$ cat config.mk
export PLATFORM = sky130hd
export DESIGN_NAME = mode_ctrl
export DESIGN_NICKNAME = d
export VERILOG_FILES = /design/src/rtl/mode_ctrl.sv
export SDC_FILE = /design/constraint.sdc
export NUM_CORES = 1
export LEC_CHECK = 0
export ABC_CLOCK_PERIOD_IN_PS = 2290
export BUFFER_PORTS_ARGS = -buffer_cell sky130_fd_sc_hd__clkbuf_2
export CAP_MARGIN = 20
export CORE_ASPECT_RATIO = 1.4
export CORE_MARGIN = 3
export CORE_UTILIZATION = 45
export CTS_CLUSTER_DIAMETER = 200
export DETAILED_ROUTE_END_ITERATION = 6
export HOLD_SLACK_MARGIN = 0.02
export PLACE_DENSITY = 0.72
export SLEW_MARGIN = 0
export SYNTH_ARGS = -nofsm -noshare
export SYNTH_HDL_FRONTEND = slang
export SYNTH_SLANG_ARGS = --single-unit
$ cat constraint.sdc
create_clock -name clk -period 2.29 [get_ports clk]
set_input_delay 0.5725 -clock clk [delete_from_list [all_inputs] [get_ports clk]]
set_output_delay 0.5725 -clock clk [all_outputs]
set_load 0.05 [all_outputs]
$ cat src/rtl/mode_ctrl.sv
// Top-level piano mode controller: qualifies one-hot mode switches over a stability window,
// defers changes while the active engine is busy, and blinks the LEDs on invalid selections.
module mode_ctrl #(
  parameter int NUM_MODES    = 3,
  parameter int DEFAULT_MODE = 0,
  parameter int HOLD_CYCLES  = 4,
  parameter int BLINK_DIV    = 8
) (
  input  logic                 clk,
  input  logic                 rst,
  input  logic [NUM_MODES-1:0] sel_in,
  input  logic                 busy,
  output logic [NUM_MODES-1:0] mode,
  output logic                 mode_valid,
  output logic                 mode_chg,
  output logic [NUM_MODES-1:0] mode_led,
  output logic                 err
);

  localparam int CNT_W = $clog2(HOLD_CYCLES + 1);
  localparam int BLK_W = $clog2(BLINK_DIV + 1);
  localparam logic [NUM_MODES-1:0] DEF_MODE = NUM_MODES'(1) << DEFAULT_MODE;
  localparam logic [CNT_W-1:0]     HOLD_MAX = CNT_W'(HOLD_CYCLES);
  localparam logic [BLK_W-1:0]     BLK_LAST = BLK_W'(BLINK_DIV - 1);

  typedef enum logic [1:0] {
    ACTIVE,
    WAIT_IDLE,
    ERR
  } state_t;

  state_t               state, state_n;
  logic [NUM_MODES-1:0] sel_q;
  logic [NUM_MODES-1:0] pend, pend_n;
  logic [NUM_MODES-1:0] mode_n;
  logic [CNT_W-1:0]     stab_cnt;
  logic [BLK_W-1:0]     blink_cnt, blink_cnt_n;
  logic                 phase, phase_n;
  logic                 chg_n;
  logic                 qual;
  logic                 legal;

  assign qual  = (stab_cnt == HOLD_MAX);
  assign legal = ($countones(sel_q) == 1);

  // Qualifier: stab_cnt counts how long sel_in has matched its previous sample.
  // NOTE: sequential state uses non-blocking (<=) so every register sees pre-edge values.
  always_ff @(posedge clk) begin
    if (rst) begin
      sel_q    <= '0;
      stab_cnt <= '0;
    end else begin
      sel_q <= sel_in;
      if (sel_in != sel_q) begin
        stab_cnt <= '0;
      end else if (!qual) begin
        stab_cnt <= stab_cnt + CNT_W'(1);
      end
    end
  end

  // NOTE: every always_comb output gets a default first, so no path can infer a latch.
  always_comb begin
    state_n     = state;
    mode_n      = mode;
    pend_n      = pend;
    chg_n       = 1'b0;
    blink_cnt_n = '0;
    phase_n     = 1'b0;
    unique case (state)
      ACTIVE: begin
        if (qual) begin
          if (!legal) begin
            state_n = ERR;
            mode_n  = '0;
            chg_n   = 1'b1;
            phase_n = 1'b1;
          end else if (sel_q != mode) begin
            if (busy) begin
              pend_n  = sel_q;
              state_n = WAIT_IDLE;
            end else begin
              mode_n = sel_q;
              chg_n  = 1'b1;
            end
          end
        end
      end
      WAIT_IDLE: begin
        // Any disturbance of the pending selection drops it; it must re-qualify from ACTIVE.
        if (!qual || (sel_q != pend)) begin
          state_n = ACTIVE;
        end else if (!busy) begin
          mode_n  = pend;
          chg_n   = 1'b1;
          state_n = ACTIVE;
        end
      end
      ERR: begin
        if (qual && legal) begin
          mode_n  = sel_q;
          chg_n   = 1'b1;
          state_n = ACTIVE;
        end else if (blink_cnt == BLK_LAST) begin
          phase_n = ~phase;
        end else begin
          blink_cnt_n = blink_cnt + BLK_W'(1);
          phase_n     = phase;
        end
      end
      default: state_n = ACTIVE;
    endcase
  end

  // Outputs are registered from next-state values so they all move on the same edge.
  always_ff @(posedge clk) begin
    if (rst) begin
      state      <= ACTIVE;
      mode       <= DEF_MODE;
      pend       <= '0;
      mode_chg   <= 1'b0;
      mode_valid <= 1'b1;
      err        <= 1'b0;
      mode_led   <= DEF_MODE;
      blink_cnt  <= '0;
      phase      <= 1'b0;
    end else begin
      state      <= state_n;
      mode       <= mode_n;
      pend       <= pend_n;
      mode_chg   <= chg_n;
      mode_valid <= (state_n != ERR);
      err        <= (state_n == ERR);
      mode_led   <= (state_n == ERR) ? {NUM_MODES{phase_n}} : mode_n;
      blink_cnt  <= blink_cnt_n;
      phase      <= phase_n;
    end
  end

endmodule

==> results of run 1 <==
## flip-flops by register name, indices dropped and copies added, names as in the netlist
signal	cells
blink_cnt	4
mode	3
mode_led	3
pend	3
sel_q	3
stab_cnt	3
state	2
err	1
mode_chg	1
mode_valid	1
phase	1
## logic make-up after synthesis
group	Yosys count	share of synthesized area [%]
compound gates	24	12.5
buf+inv	17	6.62
xor+xnor	13	9.73
mux	3	2.41
simple gates	50	24.0
flops	25	40.1
fa+ha+maj	4	4.61
## cells in the mapped netlist, drive strengths merged (2+ instances only)
| master | n |
|---|---|
| nand2 | 6 |
| nor2b | 5 |
| nand2b | 4 |
| nor4 | 4 |
| dfxtp | 25 |
| a21oi | 12 |
| nand3 | 10 |
| mux2i | 3 |
| inv | 10 |
| nand4b | 3 |
| xnor2 | 5 |
| o21ai | 2 |
| nand3b | 2 |
| nor2 | 10 |
| clkbuf | 2 |
| buf | 5 |
| or3 | 2 |
| xor2 | 8 |
| ha | 3 |
## stage by stage
step	utilization [%]	area [um^2]	setup WS (ns)
after global placement	50.7	1340	0.213
final	51.8	1370	0.134
after detailed placement	50.7	1340	0.160
after floorplan	-	1250	0.187
after global routing	51.8	1370	0.0185
after CTS	51.8	1370	0.127
## power by group through the flow
stage,logic (mW),registers [mW],clock network [mW]
finish,0.0623,0.441,0.196
global route,0.0700,0.442,0.222
CTS,0.0621,0.441,0.203
detailed placement,0.0616,0.450,0
global placement,0.0605,0.450,0
floorplan,0.0471,0.450,0
## worst paths after layout
path                              startpoint           end  slack (ns)  depth (start not counted)
worst max-delay path                sel_q[0]   mode_led[0]        0.13                          7
worst min-delay path            blink_cnt[0]  blink_cnt[0]        0.46                          1
worst max register to register      sel_q[0]   mode_led[0]        0.13                          7
worst min register to register  blink_cnt[0]  blink_cnt[0]        0.46                          1
## final cells by class
class                   count  area [um^2]  area share [%]
well taps                  36         45.0            3.29
clock inverters             1         5.00           0.366
flip-flops and latches     25          500            36.6
repair buffers             17         92.6            6.77
multi-input cells          94          664            48.6
inverters                  10         37.5            2.74
clock buffers               3         22.5            1.65
## routing by layer
metal | share of wire [%] | track usage [%] | up-vias
met3 | 4.2 | 1.53 | 7
met5 | 0 | 0 | -
li1 | - | - | 500
met4 | 2.5 | 7.07 | 0
met2 | 52 | 28.8 | 30
met1 | 42 | 18.8 | 477
## placed cells by master (no fill, tap or decap), drive strengths merged, types with 4 or more instances in the layout
cell type  count
nor4           4
nand2          6
nor2          10
clkbuf        17
nand3         10
xor2           8
nand2b         4
xnor2          5
dfxtp         25
a21oi         12
nor2b          5
inv           10
## critical path: stages (launching register included)
cell	delay [ns]
dfxtp_1	0.36
inv_1	0.06
fa_1	0.56
and4b_1	0.22
or3_1	0.48
nor2_2	0.17
or3_1	0.13
nand3_1	0.06
==> parameters.txt, run 1 <==
Parameter                              Value

Timing
  RSZ-0062 raised after global routing    false
  Tcrit/Tclk final    94.1%
  Post-Route Skew    0.00186 ns
  Endpoints failing hold    0
  Worst hold slack    roughly 0.46 ns
  Upper clock frequency limit    approximately 0.46 GHz
  Minimum period implied by the final worst setup slack    2.16 ns
  Final-layout setup total negative slack    0 ns
  Worst slew pin tran    roughly 0.5 ns
  Max_slew headroom    65.5%
  Final setup viols    0
  Number of max-slew violations in the final report    0

Synthesis
  EDFF count, synth    0
  Number of unique standard cell types used by synthesis    43
  Number of warnings reported in the yosys synthesis log    0
  Cell count after synthesis    ~140
  Register area share after synthesis    around two fifths
  Share of flip-flops with an asynchronous set or reset    0%
  Dominant cell type by area after synthesis    dfxtp_1
  Fraction of post-synthesis cell area in the top cell type by area    about two fifths
  Top flip-flop cell by instance count after synthesis    dfxtp_1
  Mean instance size in the synthesized netlist    between 9 and 10 um^2
  Synthesized netlist net count    roughly 150
  Largest cells by area after synthesis    dfxtp_1 (40%), xor2_1 (4.9%), a21oi_1 (4.4%)
  Seq cells post-synth    25
  Netlist Area Pre-Place    between 1000 and 1500 um^2

Pwr
  Net switching power of the design    about 0.17 mW
  Worst vdd ir    about 0.39 mV
  Internal power    ~0.53 mW
  Ratio of total power to cell area    512 nW/um^2
  Switching power share of the total    about a quarter
  Logic gate share of total power    ~8.9%
  Relative contribution of the clock network to total power    between 20% and 30%
  Power Total    0.700 mW
  Share of total power in sequential cells    between 60% and 70%
  Total leakage power    roughly 0.56 nW

Global route
  Global-route wire length before repair    4180 um
  Largest net degree at the start of global routing    16
  Overall overflow remaining after global route    0
  Total routing resource utilization after global routing    roughly 16%
  Number of antenna violations at the first check in global routing    0
  Via count of the first global-routing pass    between 900 and 1000

Route
  Drt via density    ~5.5
  Routed via count    about 1000
  Detailed Route Iter0 Violations    33
  Avg WL per Cell    between 10 and 15 um
  Iteration count of the initial detailed-routing pass    4
  Remaining number of nets flagged by the antenna check after routing    0
  DRC    0
  Overall routed net length    ~2400 um

Clock network
  Total CTS buffers    3
  CTS Root Cell    clkbuf_4
  Number of gates resized after cts    0
  Total setup buffers inserted after CTS    0
  Clk sinks    25
  Deepest level of the CTS H-tree    1
  Latest clock arrival within the worst-skew pair    around 0.32 ns
  Clock transition at the registers of the reported paths    roughly 0.13 ns
  TritonCTS clock tree    built
  Number of buffers on the longest clock path    2
  Number of hold buffers added after cts    0

Placed design
  Global placer's final weighted congestion    roughly 0.88
  Port Buffers    14
  Placed wire-length estimate    1850 um
  Placed cell count    roughly 180

Floorplanning
  Die area    3450 um^2
  Die Span Y    roughly 68 um
  Die width    roughly 51 um
  Initial Utilization    47.2%
  Number of I/O pins    15
  Core outline area    roughly 2600 um^2
  Placement Rows    22

Setup path
  Signal arrival time at the worst endpoint    roughly 2.4 ns
  Largest fanout on the critical path    7
  Worst Setup Start Kind    flop
  Setup Crit Path Kind    reg2reg
  Type of destination of the critical path    flop
  Required @ worst endpoint    roughly 2.5 ns

Layout
  Number of antenna repair diodes    0
  Post-route non-filler standard cell count    186
  Growth of design area from synthesis to finish    9.63%
  Share of cells above drive strength 1    between 10% and 20%
  Filler instances    266
  Number of nets in the layout    ~160

Flow run
  Max-capacitance violation count    0

Outcome
  Outcome    complete, no violations

Worst hold path
  HP Class    reg2reg
Note: power is estimated with default switching activity, not from simulation.
==> inputs of run 2 (changes only) <==
Settings changed: REMOVE_ABC_BUFFERS from default to 1.
==> parameters.txt, run 2 (same netlist as run 1, synthesis figures left out) <==
Parameter                              Value

Setup path
  Signal arrival time at the worst endpoint    between 2 and 2.5 ns
  Worst Setup Start Kind    flop
  Worst r2r dst    mode_led[2]
  Setup Crit Path Kind    reg2reg
  Cells traversed along the worst timing path    inv_1 > fa_1 > and4b_1 > or3_1 > a21oi_1 > a41oi_1
  Slowest stage delay, CP    around 0.56 ns
  Critical path's slowest cell    fa_1
  Register-to-register setup slack    about 0.15 ns
  Required @ worst endpoint    ~2.5 ns
  Reg2Reg Launch Point    sel_q[0]
  Type of destination of the critical path    flop
  Largest fanout on the critical path    7
  Depth of the worst register-to-register path    6

Global route
  Number of antenna violations at the first check in global routing    0
  Largest net degree at the start of global routing    16
  Via count of the first global-routing pass    between 900 and 1000
  Total routing resource utilization after global routing    approximately 15%
  Overall overflow remaining after global route    0
  Global-route wire length before repair    4030 um

Timing
  Worst hold slack    0.465 ns
  Tcrit/Tclk final    between 90% and 100%
  Upper clock frequency limit    0.467 GHz
  Worst slew pin tran    ~0.47 ns
  Post-Route Skew    between 0.002 and 0.0025 ns
  Minimum period implied by the final worst setup slack    2.14 ns
  Max_slew headroom    roughly 68%
  Final setup viols    0
  RSZ-0062 raised after global routing    false
  Number of max-slew violations in the final report    0
  Final-layout setup total negative slack    0 ns
  Post-layout worst setup margin    0.150 ns
  Endpoints failing hold    0

Route
  Iteration count of the initial detailed-routing pass    4
  Avg WL per Cell    between 10 and 15 um
  Detailed Route Iter0 Violations    24
  Top routing layer in use    met4
  Drt via density    around 5.4
  Detail Route met3 WL    114 um
  Overall routed net length    ~2400 um
  DRC    0
  Routed via count    1010
  Met2 Wirelength    between 1000 and 1500 um
  Remaining number of nets flagged by the antenna check after routing    0
  Met1 Wirelength    around 1100 um

Clock network
  CTS Root Cell    clkbuf_4
  Number of buffers on the longest clock path    2
  Clk sinks    25
  Deepest level of the CTS H-tree    1
  Number of hold buffers added after cts    0
  Latest clock arrival within the worst-skew pair    0.32 ns
  TritonCTS clock tree    built
  Number of gates resized after cts    0
  Clock transition at the registers of the reported paths    0.13 ns
  Total setup buffers inserted after CTS    0
  Total CTS buffers    3

Layout
  Most common cell after layout, fill and taps aside    dfxtp_1
  End-of-flow core utilization    slightly above 50%
  Commonest cells after routing, fill and taps aside    dfxtp_1 (25), clkbuf_2 (14), a21oi_1 (11)
  Share of cells above drive strength 1    about a fifth
  Max reg flops    4
  Final Instance Area    approximately 1400 um^2
  Number of nets in the layout    161
  Number of antenna repair diodes    0
  Filler instances    279
  Largest register by flop count    blink_cnt
  Post-route non-filler standard cell count    186
  Growth of design area from synthesis to finish    9.63%

Worst hold path
  HP Class    reg2reg
  Worst hold stages    1
  Critical hold path startpoint    blink_cnt[0]
  Endpoint of the worst hold-timing path    blink_cnt[0]

Pwr
  Worst vdd ir    0.414 mV
  Total leakage power    around 0.56 nW
  Ratio of total power to cell area    ~510 nW/um^2
  Power Total    ~0.7 mW

Placed design
  Worst slack after detailed placement    0.188 ns
  Placed cell count    between 150 and 200
  Global placer's final weighted congestion    around 0.86
  Placed cell area    about 1300 um^2
  Port Buffers    14
  Placed wire-length estimate    around 1900 um

Floorplanning
  Number of I/O pins    15
  Placement Rows    22
  Die Span Y    68.3 um
  Core outline area    2640 um^2
  Initial Utilization    47.2%
  Die width    roughly 51 um
  Die area    ~3400 um^2

Flow run
  Max-capacitance violation count    0

Outcome
  Outcome    complete, no violations
## run 2: cell counts in the layout (fill, tap and decap cells not counted)
No cell type changed its count.
## run 2: area by class of cell
cell class | count | area, um^2 | area share, %
repair buffers | 17 | 92.6 | 6.77
inverters | 10 | 37.5 | 2.74
clock inverters | 1 | 5.00 | 0.366
flip-flops and latches | 25 | 500 | 36.6
clock buffers | 3 | 22.5 | 1.65
multi-input cells | 94 | 664 | 48.6
well taps | 36 | 45.0 | 3.29
## run 2: per-layer routing
metal	up-vias	GRT usage [%]
li1	499	-
met1	480	18.0
met2	27	26.6
met3	4	2.40
met4	0	6.40
met5	-	0
## run 2: worst max-delay path by stage
stage	slack, ns	endpoint	from	depth (start not counted)
after floorplan	0.16	mode_led[0]	sel_q[0]	7
after global placement	0.22	mode_led[0]	sel_q[0]	7
after detailed placement	0.19	mode_led[2]	sel_q[0]	6
after CTS	0.17	mode_led[0]	sel_q[0]	7
after global routing	0.07	mode_led[1]	sel_q[0]	7
final	0.15	mode_led[2]	sel_q[0]	6
## run 2: worst max-delay path: cells and delay by family (launching register included)
family / cells / cell delay [ns]
buf+inv: 1 / 0.06
fa+ha+maj: 1 / 0.56
flops: 1 / 0.36
compound gates: 2 / 0.34
simple gates: 2 / 0.70
## run 2: where the power goes
part	switching [mW]	internal (mW)
clock network	0.132	0.0655
logic	0.0378	0.0246
registers	0.00199	0.439
total	0.172	0.529
==> inputs of run 3 (changes only) <==
Settings changed: CTS_BUF_LIST from default to sky130_fd_sc_hd__clkbuf_2.
==> parameters.txt, run 3 (same netlist as run 1, synthesis figures left out) <==
Parameter                              Value

Outcome
  Outcome    complete, no violations

Floorplanning
  Placement Rows    22
  Core outline area    around 2600 um^2
  Initial Utilization    a little under half
  Die area    around 3400 um^2
  Die width    between 50 and 60 um
  Die Span Y    68.3 um
  Number of I/O pins    15

Pwr
  Switching power share of the total    25.0%
  Total leakage power    about 0.56 nW
  Internal power    0.504 mW
  Worst vdd ir    approximately 0.31 mV
  Logic gate share of total power    slightly above 9%
  Share of total power in sequential cells    approximately 66%
  Ratio of total power to cell area    495 nW/um^2
  Relative contribution of the clock network to total power    between 20% and 30%
  Net switching power of the design    0.168 mW
  Power Total    roughly 0.67 mW

Setup path
  Setup Crit Path Kind    reg2reg
  Cells traversed along the worst timing path    inv_1 > fa_1 > and4b_1 > or3_1 > a21oi_1 > a41oi_1
  Required @ worst endpoint    between 2 and 3 ns
  Buffers and inverters on the worst path    1
  Signal arrival time at the worst endpoint    2.39 ns
  Largest delay contributor family on the critical path    simple AND/OR/NAND/NOR gates
  Type of destination of the critical path    flop
  Largest fanout on the critical path    7
  Worst Setup Start Kind    flop
  Critical path's slowest cell    fa_1
  Slowest stage delay, CP    between 0.5 and 0.6 ns

Clock network
  Number of gates resized after cts    0
  Clock transition at the registers of the reported paths    between 0.2 and 0.25 ns
  Clk sinks    25
  TritonCTS clock tree    built
  Deepest level of the CTS H-tree    1
  Latest clock arrival within the worst-skew pair    about 0.34 ns
  Number of hold buffers added after cts    0
  Number of buffers on the longest clock path    2
  Total setup buffers inserted after CTS    0
  Total CTS buffers    3
  CTS Root Cell    clkbuf_2

Timing
  Final setup viols    0
  Worst hold slack    about 0.46 ns
  RSZ-0062 raised after global routing    false
  Endpoints failing hold    0
  Post-Route Skew    roughly 0.0088 ns
  Tcrit/Tclk final    between 90% and 100%
  Minimum period implied by the final worst setup slack    approximately 2.1 ns
  Final-layout setup total negative slack    0 ns
  Number of max-slew violations in the final report    0
  Max_slew headroom    68.4%
  Upper clock frequency limit    between 0.4 and 0.5 GHz
  Worst slew pin tran    ~0.47 ns

Route
  Routed via count    ~1000
  Avg WL per Cell    12.9 um
  Drt via density    between 5 and 6
  Overall routed net length    about 2400 um
  Remaining number of nets flagged by the antenna check after routing    0
  Detailed Route Iter0 Violations    33
  DRC    0
  Iteration count of the initial detailed-routing pass    4

Global route
  Number of antenna violations at the first check in global routing    0
  Largest net degree at the start of global routing    16
  Overall overflow remaining after global route    0
  Global-route wire length before repair    approximately 4100 um
  Total routing resource utilization after global routing    roughly 15%
  Via count of the first global-routing pass    936

Flow run
  Max-capacitance violation count    0

Worst hold path
  HP Class    in2reg

Layout
  Growth of design area from synthesis to finish    9.03%
  Largest register by flop count    blink_cnt
  Filler instances    281
  Number of antenna repair diodes    0
  Commonest cells after routing, fill and taps aside    dfxtp_1 (25), clkbuf_2 (17), a21oi_1 (11)
  Most common cell after layout, fill and taps aside    dfxtp_1
  Share of cells above drive strength 1    about a fifth
  Number of nets in the layout    between 150 and 200
  Max reg flops    4

Placed design
  Global placer's final weighted congestion    0.858
  Placed wire-length estimate    ~1900 um
  Port Buffers    14
-- run 3: worst paths after layout --
check	startpoint	slack, ns	cells past startpoint	end
max	sel_q[0]	0.15	6	mode_led[2]
min	sel_in[2]	0.46	2	sel_q[2]
max reg2reg	sel_q[0]	0.15	6	mode_led[2]
min reg2reg	blink_cnt[0]	0.47	1	blink_cnt[0]
-- run 3: through the flow --
step,cells,utilization [%],instance area (um^2),setup WS (ns)
finish,186,51.5,1360,0.147
global route,186,51.5,1360,0.0554
CTS,186,51.5,1360,0.171
detailed placement,182,50.7,1340,0.188
global placement,182,50.7,1340,0.223
floorplan,129,-,1200,0.157
-- run 3: power groups by stage --
stage	Combinational [mW]	Sequential, mW	Clock [mW]
floorplan	0.0361	0.454	0
global placement	0.0607	0.450	0
detailed placement	0.0616	0.450	0
CTS	0.0621	0.442	0.176
global route	0.0694	0.443	0.194
finish	0.0622	0.442	0.168
-- run 3: layout make-up --
| type | count | area [um^2] | share of cell area [%] |
|---|---|---|---|
| sequential | 25 | 500 | 36.8 |
| tap | 36 | 45.0 | 3.31 |
| multi-input combinational | 94 | 664 | 48.9 |
| timing repair buffer | 17 | 92.6 | 6.81 |
| clock inverter | 1 | 5.00 | 0.368 |
| clock buffer | 3 | 15.0 | 1.10 |
| inverter | 10 | 37.5 | 2.76 |
-- run 3: routing by layer --
metal | routed length (um) | part of all wire [%] | vias to the layer above | global-route usage [%]
met5 | 0 | 0 | - | 0
met3 | 125 | 5.2 | 11 | 3.05
met1 | 999 | 42 | 473 | 17.7
li1 | - | - | 499 | -
met2 | 1220 | 51 | 33 | 26.8
met4 | 64 | 2.7 | 0 | 8.42
-- run 3: worst reg2reg max path, delay by kind of cell (launching register included) --
kind	cells	cell delay, ns
simple gates	2	0.70
buf+inv	1	0.06
compound gates	2	0.35
flops	1	0.38
fa+ha+maj	1	0.56
